**config.mk**
```make
export PLATFORM = sky130hd
export DESIGN_NAME = press_event_queue
export DESIGN_NICKNAME = d
export VERILOG_FILES = /design/src/rtl/press_event_queue.sv
export SDC_FILE = /design/constraint.sdc
export NUM_CORES = 1
export LEC_CHECK = 0
export BUFFER_PORTS_ARGS = -buffer_cell sky130_fd_sc_hd__buf_2
export CAP_MARGIN = 20
export CORE_AREA = 2 2 69 71
export CTS_CLUSTER_DIAMETER = 60
export CTS_CLUSTER_SIZE = 12
export DETAILED_ROUTE_END_ITERATION = 7
export DIE_AREA = 0 0 71 73
export PLACE_DENSITY = 0.8
export SYNTH_ARGS = -nofsm -noshare
export SYNTH_HDL_FRONTEND = slang
export SYNTH_SLANG_ARGS = --single-unit
```
**constraint.sdc**
```tcl
create_clock -name clock -period 3.4 [get_ports clock]
set_clock_uncertainty 0.1 [all_clocks]
set_input_delay 0.51 -clock clock [delete_from_list [all_inputs] [get_ports clock]]
set_output_delay 0.51 -clock clock [all_outputs]
set_load 0.02 [all_outputs]
```
**src/rtl/press_event_queue.sv**
```systemverilog
// Button press event queue: latches single-cycle press pulses into a pending
// register and serialises them, lowest button first, into a small FIFO.
module press_event_queue #(
    parameter int unsigned DEPTH_LOG2 = 3,
    parameter int unsigned DROP_W     = 8
) (
    input  logic                  clock,
    input  logic                  reset,
    input  logic [3:0]            btnPulse,
    input  logic                  eventReady,
    output logic                  eventValid,
    output logic [1:0]            eventCode,
    output logic [DEPTH_LOG2:0]   fifoCount,
    output logic [DROP_W-1:0]     dropCount
);

    localparam int unsigned DEPTH = 1 << DEPTH_LOG2;
    localparam int unsigned PTR_W = DEPTH_LOG2;
    localparam int unsigned CNT_W = DEPTH_LOG2 + 1;
    localparam int unsigned SUM_W = DROP_W + 3;

    logic [3:0]        r_pending;
    logic [1:0]        r_mem [DEPTH];
    logic [PTR_W-1:0]  r_wr;
    logic [PTR_W-1:0]  r_rd;
    logic [CNT_W-1:0]  r_count;
    logic [DROP_W-1:0] r_drop;
    logic              r_valid;
    logic [1:0]        r_code;

    logic              w_full;
    logic              w_pop;
    logic              w_push;
    logic [1:0]        w_sel_idx;
    logic [3:0]        w_push_mask;
    logic [3:0]        w_drop;
    logic [2:0]        w_drop_n;
    logic [SUM_W-1:0]  w_drop_sum;
    logic [DROP_W-1:0] w_drop_next;
    logic [PTR_W-1:0]  w_wr_next;
    logic [PTR_W-1:0]  w_rd_next;
    logic [CNT_W-1:0]  w_count_next;
    logic [1:0]        w_head_next;
    logic [3:0]        w_pending_next;

    // Fixed-priority select: button 0 wins.
    always_comb begin
        w_sel_idx = 2'd3;
        if (r_pending[0])      w_sel_idx = 2'd0;
        else if (r_pending[1]) w_sel_idx = 2'd1;
        else if (r_pending[2]) w_sel_idx = 2'd2;
    end

    // A full FIFO still accepts a push when the head leaves on the same edge.
    always_comb begin
        w_full       = (r_count == CNT_W'(DEPTH));
        w_pop        = r_valid & eventReady;
        w_push       = (|r_pending) & (~w_full | w_pop);
        w_push_mask  = w_push ? (4'b0001 << w_sel_idx) : 4'b0000;

        w_pending_next = (r_pending & ~w_push_mask) | btnPulse;

        w_drop      = btnPulse & r_pending & ~w_push_mask;
        w_drop_n    = 3'(w_drop[0]) + 3'(w_drop[1]) + 3'(w_drop[2]) + 3'(w_drop[3]);
        w_drop_sum  = SUM_W'(r_drop) + SUM_W'(w_drop_n);
        w_drop_next = (w_drop_sum > SUM_W'({DROP_W{1'b1}})) ? {DROP_W{1'b1}}
                                                            : w_drop_sum[DROP_W-1:0];

        w_wr_next = w_push ? r_wr + PTR_W'(1) : r_wr;
        w_rd_next = w_pop  ? r_rd + PTR_W'(1) : r_rd;

        w_count_next = r_count;
        if (w_push && !w_pop)      w_count_next = r_count + CNT_W'(1);
        else if (w_pop && !w_push) w_count_next = r_count - CNT_W'(1);

        // Bypass when the entry written this edge becomes the new head.
        w_head_next = (w_push && (r_wr == w_rd_next)) ? w_sel_idx : r_mem[w_rd_next];
    end

    always_ff @(posedge clock) begin
        if (!reset) begin
            r_pending <= 4'b0000;
            r_wr      <= '0;
            r_rd      <= '0;
            r_count   <= '0;
            r_drop    <= '0;
            r_valid   <= 1'b0;
            r_code    <= 2'd0;
            for (int i = 0; i < int'(DEPTH); i++) begin
                r_mem[i] <= 2'd0;
            end
        end else begin
            r_pending <= w_pending_next;
            r_wr      <= w_wr_next;
            r_rd      <= w_rd_next;
            r_count   <= w_count_next;
            r_drop    <= w_drop_next;
            r_valid   <= (w_count_next != '0);
            r_code    <= w_head_next;
            if (w_push) begin
                r_mem[r_wr] <= w_sel_idx;
            end
        end
    end

    assign eventValid = r_valid;
    assign eventCode  = r_code;
    assign fifoCount  = r_count;
    assign dropCount  = r_drop;

endmodule

```
==> flow_summary.json, run 1 <==
{
  "start_util_pct": 50.5,
  "netlist_instances": 235,
  "cts-buffers-inserted": 5,
  "die_y_um": 73,
  "synth_simple_gate_area_share_pct": 18.9,
  "number_of_global_route_vias_before_repair": 1655,
  "cts_sinks": 41,
  "asyncSetResetFlopFracSynth_pct": 0,
  "clock_tree.root_cell": "clkbuf_8",
  "clock_path_buffers": 2,
  "maximum_number_of_pins_on_one_net_before_global_route_repair": 21,
  "post_dp_cell_area_mm2": 0.00244,
  "min-delay-start": "btnPulse[1]",
  "finalSetupViolations": 0,
  "power_frac_seq_pct": 44.1,
  "yosysSeqAreaShare_pct": 42.8,
  "clkSlewWorstSetupHoldPaths_ns": 0.08,
  "number_of_enable_type_register_cells_in_the_synthesized_netlist": 16,
  "crit-reg2reg-launch": "fifoCount[1]$_SDFF_PN0_",
  "synthFlopType": "dfxtp_1",
  "ctsHtreeMaxLevel": 2,
  "r2r_cells": 12,
  "power.total_mw": 1.39,
  "yosys_warnings": 0,
  "postLayoutCellArea_mm2": 0.00256,
  "net-switching-power_mw": 0.467,
  "number_of_max_cap_violations": 0,
  "syn_to_final_growth_pct": 11.8,
  "postCtsHoldBufs": 0,
  "grt_pass1_wl_mm": 7.31,
  "synth_area_in_xor_xnor_pct": 5.95,
  "drt-vias-per-instance": 5.81,
  "fp.dieArea_mm2": 0.00518,
  "rsz0062_at_grt": "false",
  "crit-reg2reg-capture": "dropCount[5]$_SDFF_PN0_",
  "synth_cell_type_count": 48,
  "worst-path-max-fanout": 6,
  "min_delay_worst_endpoint": "r_pending[1]$_SDFF_PN0_",
  "critical_path_class": "flop to flop",
  "final_hold_viol_count": 0,
  "route.final.wire_length_mm": 4.49,
  "power.clock.fraction_pct": 23.3,
  "num_rows": 25,
  "antenna_cells": 0,
  "antenna_left": 0,
  "grt_antenna_before_repair": 0,
  "globalRoute.totalOverflow": 0,
  "critical_path_required_ns": 3.51,
  "hold_class": "input pin to flop",
  "multi_input_area_mm2": 0.00122,
  "drive_above_1_share_pct": 20.0,
  "cp-start-kind": "flop",
  "slew_headroom_pct": 58.9,
  "core_area_mm2": 0.00454,
  "worst_slew_pin_slew_ns": 0.615,
  "gp_routability_congestion": 0.765,
  "postSynthRegisterBits": 41,
  "achievable-frequency_mhz": 311,
  "final-max-slew-violation-count": 0,
  "dominant_combinational_cell_family_by_area_after_synthesis": "simple AND/OR/NAND/NOR gates",
  "post_synth_fa_ha_maj_area_fraction_pct": 5.35,
  "firstDrtPassIters": 4,
  "util_after_layout_pct": 56.5,
  "r2r_setup_slack_ns": 0.19,
  "layout.area.seq_um2": 981,
  "port_buffers": 21,
  "finalCritPeriodShare_pct": 94.5,
  "critical_path.most_common_cell": "fa_1",
  "final.setup.tns_ns": 0,
  "wire_per_inst_um": 14.3,
  "power_per_cell_area_mw_per_mm2": 544,
  "netlist_area_mm2": 0.00229,
  "gr-usage-all-layers_pct": 18.0,
  "outcome": "finished clean",
  "tritoncts": "built",
  "detailroute.via_count": 1823,
  "vdd_ir_drop_max_mv": 0.277,
  "timing.critical_path.slowest_cell_delay_ns": 0.49,
  "total_leakage_power_nw": 1.01,
  "design.portCount": 22,
  "cpLargestDelayFamily": "adder cells",
  "postSynthAreaPerCell_um2": 9.75,
  "synth_mux_area_share_pct": 6.99,
  "hpwl_mm": 3.22,
  "worstSkewPairLatency_ns": 0.30,
  "worstPathCellList": "inv_1, ha_2, nand3b_1, nor2_2, o21ai_1, or2_2, fa_1, fa_1, inv_2, fa_2, nand4_1, a21oi_1",
  "worstHoldPathCells": 3,
  "share_comb_of_total_power_pct": 32.7,
  "finalNetCount": 274,
  "timing.critical_path.arrival_ns": 3.33,
  "die-width_um": 71,
  "crit_buf_inv": 2,
  "crit_slowest_cell": "fa_1",
  "critical_path_sink_type": "flop",
  "intPower_mw": 0.926,
  "synth_nets": 250,
  "finalWorstPathRequiredPeriod_ns": 3.21,
  "nFillCells": 392,
  "switching_share_pct": 33.5,
  "detail_route.drc_violations": 0,
  "dr.first_iter.drc_count": 152,
  "compound_cell_area_share_of_the_yosys_netlist_pct": 15.7
}
-- synth_stat cells, types with 5 or more instances --
library cell / n / area share, %
nor2_1: 30 / 4.9
dfxtp_1: 25 / 22
a21oi_1: 16 / 3.5
edfxtp_1: 16 / 21
mux2i_1: 16 / 7.0
o21ai_0: 11 / 2.4
inv_1: 10 / 1.6
nand2_1: 10 / 1.6
nand3_1: 9 / 2.0
xnor2_1: 7 / 2.7
clkbuf_1: 6 / 0.98
xor2_1: 6 / 2.3
a32oi_1: 5 / 1.9
and3_1: 5 / 1.4
ha_1: 5 / 2.7
-- per-stage QoR --
| step | hold WS, ns | setup slack, ns | std cells |
|---|---|---|---|
| global placement | 0.433 | 0.130 | 303 |
| detailed placement | 0.441 | 0.0799 | 303 |
| global route | 0.340 | 0.00946 | 314 |
| floorplan | 0.409 | 0.0983 | 235 |
| CTS | 0.327 | 0.0962 | 311 |
| finish | 0.329 | 0.187 | 314 |
-- layout make-up --
cell class              count  area share, %
multi-input cells         172           47.7
well taps                  54           2.64
clock buffers               8           3.52
repair buffers             29           6.45
inverters                  10           1.46
flip-flops and latches     41           38.3
-- sequential cells by signal (all words and copies together) (netlist names) --
name	flops
fifoCount	4
r_rd	3
r_wr	3
r_mem	16
eventValid	1
r_pending	4
dropCount	8
eventCode	2
-- metal layers --
layer  vias to the layer above  global-route usage (%)  wire length, µm
met4                         0                    8.81               72
met1                       857                    22.3             1990
met2                        62                    30.0             2190
met5                         -                       0                0
li1                        898                       -                -
met3                         6                    3.45              233
-- power by group through the flow --
stage / registers, mW / clock network, mW / logic, mW
after global routing: 0.621 / 0.341 / 0.503
final: 0.614 / 0.324 / 0.455
after CTS: 0.613 / 0.328 / 0.447
after floorplan: 0.655 / 0 / 0.308
after global placement: 0.621 / 0 / 0.439
after detailed placement: 0.624 / 0 / 0.445
-- cells in the final DEF (no fill, tap or decap), types with 6 or more instances in the layout --
master / synthesis / layout
buf_4: 1 / 8
a21oi_1: 16 / 16
nand2_1: 10 / 10
inv_1: 10 / 9
nor2_1: 30 / 29
edfxtp_1: 16 / 16
dfxtp_1: 25 / 25
o21ai_0: 11 / 10
mux2i_1: 16 / 16
clkbuf_8: 0 / 6
xnor2_1: 7 / 7
buf_2: 3 / 21
xor2_1: 6 / 6
nand3_1: 9 / 9
-- repair_timing --
item / in CTS / in global routing
endpoints found under the setup margin: 0 / 8
resized for setup: 0 / 5
setup buffers: 0 / 3
-- how the worst max path moves through the flow --
stage	from	endpoint	slack [ns]	cells after the start
after floorplan	fifoCount[1]$_SDFF_PN0_	dropCount[4]$_SDFF_PN0_	0.1	13
after detailed placement	eventReady	dropCount[1]$_SDFF_PN0_	0.08	11
after global placement	eventReady	dropCount[0]$_SDFF_PN0_	0.13	11
final	fifoCount[1]$_SDFF_PN0_	dropCount[5]$_SDFF_PN0_	0.19	12
after CTS	fifoCount[1]$_SDFF_PN0_	dropCount[1]$_SDFF_PN0_	0.1	12
after global routing	fifoCount[1]$_SDFF_PN0_	dropCount[0]$_SDFF_PN0_	0.009	12
-- worst reg2reg max path: stages, from the launching register on --
cell and delay, ns:
dfxtp_1 0.32, inv_1 0.10, ha_2 0.19, nand3b_1 0.14
nor2_2 0.17, o21ai_1 0.09, or2_2 0.30, fa_1 0.49
fa_1 0.45, inv_2 0.08, fa_2 0.26, nand4_1 0.25
a21oi_1 0.19
-- cell families (layout without fill, tap and decap cells) --
kind of cell	after synthesis	in the layout
flip-flops	41	41
XOR/XNOR	14	14
AO/OA/AOI/OAI	52	52
AND/OR/NAND/NOR	82	82
multiplexers	16	16
buffers and inverters	22	47
adder cells (fa/ha/maj)	8	8
(Power assumes the default switching activity.)
==> inputs of run 2 (changes only) <==
--- a/config.mk
+++ b/config.mk
@@ -5,13 +5,14 @@
 export SDC_FILE = /design/constraint.sdc
 export NUM_CORES = 1
 export LEC_CHECK = 0
+export ABC_AREA = 1
 export BUFFER_PORTS_ARGS = -buffer_cell sky130_fd_sc_hd__buf_2
 export CAP_MARGIN = 20
-export CORE_AREA = 2 2 69 71
+export CORE_AREA = 5 5 71 73
 export CTS_CLUSTER_DIAMETER = 60
 export CTS_CLUSTER_SIZE = 12
 export DETAILED_ROUTE_END_ITERATION = 7
-export DIE_AREA = 0 0 71 73
+export DIE_AREA = 0 0 76 78
 export PLACE_DENSITY = 0.8
 export SYNTH_ARGS = -nofsm -noshare
 export SYNTH_HDL_FRONTEND = slang
==> flow_summary.json, run 2 <==
{
  "cp.depth": 16,
  "critical_path_sink_type": "flop",
  "drive_above_1_share_pct": 22.0,
  "maximum_number_of_pins_on_one_net_before_global_route_repair": 22,
  "finalCritPeriodShare_pct": 94.1,
  "drt-vias-per-instance": 5.24,
  "postCtsHoldBufs": 0,
  "r2r_cells": 16,
  "maxUsedRoutingLayer": "met4",
  "slew_headroom_pct": 52.0,
  "yosysSeqAreaShare_pct": 44.1,
  "total_leakage_power_nw": 1.17,
  "finalWorstPathRequiredPeriod_ns": 3.20,
  "achievable-frequency_mhz": 313,
  "fin_hold_ws_ns": 0.334,
  "grt_pass1_wl_mm": 7.80,
  "layout_commonest_cell": "nand2_1",
  "fp.dieArea_mm2": 0.00593,
  "hpwl_mm": 3.20,
  "largest_reg_flops": 16,
  "post_dp_cell_area_mm2": 0.00238,
  "postSynthAreaPerCell_um2": 8.11,
  "layout.cells.most_common_list": "53 x nand2_1, 38 x nor2_1, 34 x nand3_1, 27 x inv_1, 23 x dfxtp_1",
  "min-delay-start": "btnPulse[3]",
  "netlist_instances": 274,
  "die-width_um": 76,
  "synthFlopType": "dfxtp_1",
  "antenna_left": 0,
  "worst-path-max-fanout": 5,
  "synth_cell_type_count": 33,
  "final-max-slew-violation-count": 0,
  "crit_slowest_cell": "fa_1",
  "wire_per_inst_um": 12.5,
  "number_of_enable_type_register_cells_in_the_synthesized_netlist": 16,
  "core_area_mm2": 0.00429,
  "port_buffers": 21,
  "yosys.cell_count.top_type": "nand2_1",
  "critical_path_required_ns": 3.53,
  "crit_buf_inv": 3,
  "synth_top_area_cell": "dfxtp_1",
  "preCtsSetupSlack_ns": 0.0152,
  "critical_path.endpoint": "dropCount[1]$_SDFF_PN0_",
  "hold_class": "input pin to flop",
  "finalNetCount": 318,
  "cpLargestDelayFamily": "adder cells",
  "dr.first_iter.drc_count": 103,
  "worstSkewPairLatency_ns": 0.30,
  "start_util_pct": 51.8,
  "postLayoutCellArea_mm2": 0.00253,
  "clkSlewWorstSetupHoldPaths_ns": 0.07,
  "power_per_cell_area_mw_per_mm2": 621,
  "synth_top_area_share_pct": 22.5,
  "worstPathCellList": "inv_2, ha_4, nand4_4, a21oi_2, nand2_1, fa_1, fa_1, inv_2, fa_2, nand3_1, nor3b_2, nand2_1, nor2_2, buf_4, nor2_1, nor2_1",
  "num_rows": 24,
  "critical_path_class": "flop to flop",
  "worst_slew_pin_slew_ns": 0.718,
  "design.portCount": 22,
  "final.setup.tns_ns": 0,
  "vdd_ir_drop_max_mv": 0.271,
  "timing.critical_path.arrival_ns": 3.33,
  "syn_to_final_growth_pct": 13.7,
  "cp-start-kind": "flop",
  "tritoncts": "built",
  "clock_tree.root_cell": "clkbuf_8",
  "gp_routability_congestion": 0.822,
  "timing.critical_path.slowest_cell_delay_ns": 0.46,
  "clock_path_buffers": 2,
  "netlist_area_mm2": 0.00222,
  "postSynthRegisterBits": 41,
  "ctsHtreeMaxLevel": 2,
  "yosys_warnings": 0,
  "wl_met2_mm": 2.20,
  "synth.top_cells.by_count": "53 x nand2_1, 39 x nor2_1, 34 x nand3_1, 31 x inv_1, 25 x dfxtp_1",
  "die_y_um": 78,
  "number_of_global_route_vias_before_repair": 1820,
  "synth_top_cells_by_area": "dfxtp_1 23%, edfxtp_1 22%, nand2_1 8.9%",
  "antenna_cells": 0,
  "globalRoute.totalOverflow": 0,
  "number_of_max_cap_violations": 0,
  "cts_sinks": 41,
  "detailroute.via_count": 1866,
  "crit-reg2reg-capture": "dropCount[1]$_SDFF_PN0_",
  "final_ws_setup_ns": 0.201,
  "route.final.wire_length_mm": 4.47,
  "register_with_the_most_flip_flops": "r_mem",
  "finalSetupViolations": 0,
  "firstDrtPassIters": 4,
  "final_hold_viol_count": 0,
  "worst_setup_path_startpoint": "fifoCount[0]$_SDFF_PN0_",
  "grt_antenna_before_repair": 0,
  "outcome": "finished clean",
  "routed_wl_met3_um": 314,
  "crit-reg2reg-launch": "fifoCount[0]$_SDFF_PN0_",
  "r2r_setup_slack_ns": 0.20,
  "gr-usage-all-layers_pct": 15.9,
  "asyncSetResetFlopFracSynth_pct": 0,
  "detail_route.drc_violations": 0,
  "cts-buffers-inserted": 5,
  "wl_met1_mm": 1.86,
  "synth_nets": 289,
  "util_after_layout_pct": 58.9
}
run 2: cell families after synthesis:
group,Yosys count,share of synthesized area [%]
AND/OR/NAND/NOR,154,34.2
flip-flops,41,44.1
buffers and inverters,38,6.98
AO/OA/AOI/OAI,25,6.02
XOR/XNOR,8,3.15
adder cells (fa/ha/maj),8,5.52
run 2: per-layer routing:
| layer | vias to the layer above | GRT usage [%] |
|---|---|---|
| met3 | 10 | 4.28 |
| met1 | 852 | 19.4 |
| met2 | 62 | 26.4 |
| li1 | 942 | - |
| met4 | 0 | 7.12 |
| met5 | - | 0 |
run 2: area by class of cell:
class	count	area (µm²)
Clock inverter	2	10.0
Multi-Input combinational cell	195	1120
Timing Repair Buffer	27	150
Clock buffer	6	72.6
Sequential cell	41	983
Fill cell	374	1770
Tap cell	52	65.1
Inverter	33	124
run 2: worst min-delay path, delay by kind of cell:
kind,cells,cell delay (ns)
buf+inv,1,0.09
compound gates,1,0.03
simple gates,1,0.07
run 2: worst min-delay path by stage:
stage,endpoint,slack (ns),cells after the start
6_report,r_pending[3]$_SDFF_PN0_,0.33,3
5_1_grt,r_pending[2]$_SDFF_PN0_,0.36,3
4_1_cts,r_pending[3]$_SDFF_PN0_,0.33,3
2_1_floorplan,r_pending[3]$_SDFF_PN0_,0.38,2
3_5_place_dp,r_pending[3]$_SDFF_PN0_,0.40,2
3_3_place_gp,dropCount[6]$_SDFF_PN0_,0.38,1
run 2: metrics by stage:
step | std cells | power, mW
after floorplan | 274 | 1.10
after global placement | 345 | 1.22
after detailed placement | 345 | 1.23
after CTS | 353 | 1.54
after global routing | 356 | 1.68
final | 356 | 1.57
run 2: power by group:
group	switching (mW)	internal [mW]	total, mW
Sequential	0.0818	0.589	0.670
Combinational	0.372	0.219	0.591
Clock	0.165	0.142	0.307
Total	0.619	0.949	1.57
run 2: repair_timing:
| item | 4_1_cts | 5_1_grt |
|---|---|---|
| endpoints found under the setup margin | 0 | 8 |
| gates resized for setup | 0 | 13 |
| setup buffers | 0 | 3 |
| endpoints found under the hold margin | 0 | 0 |
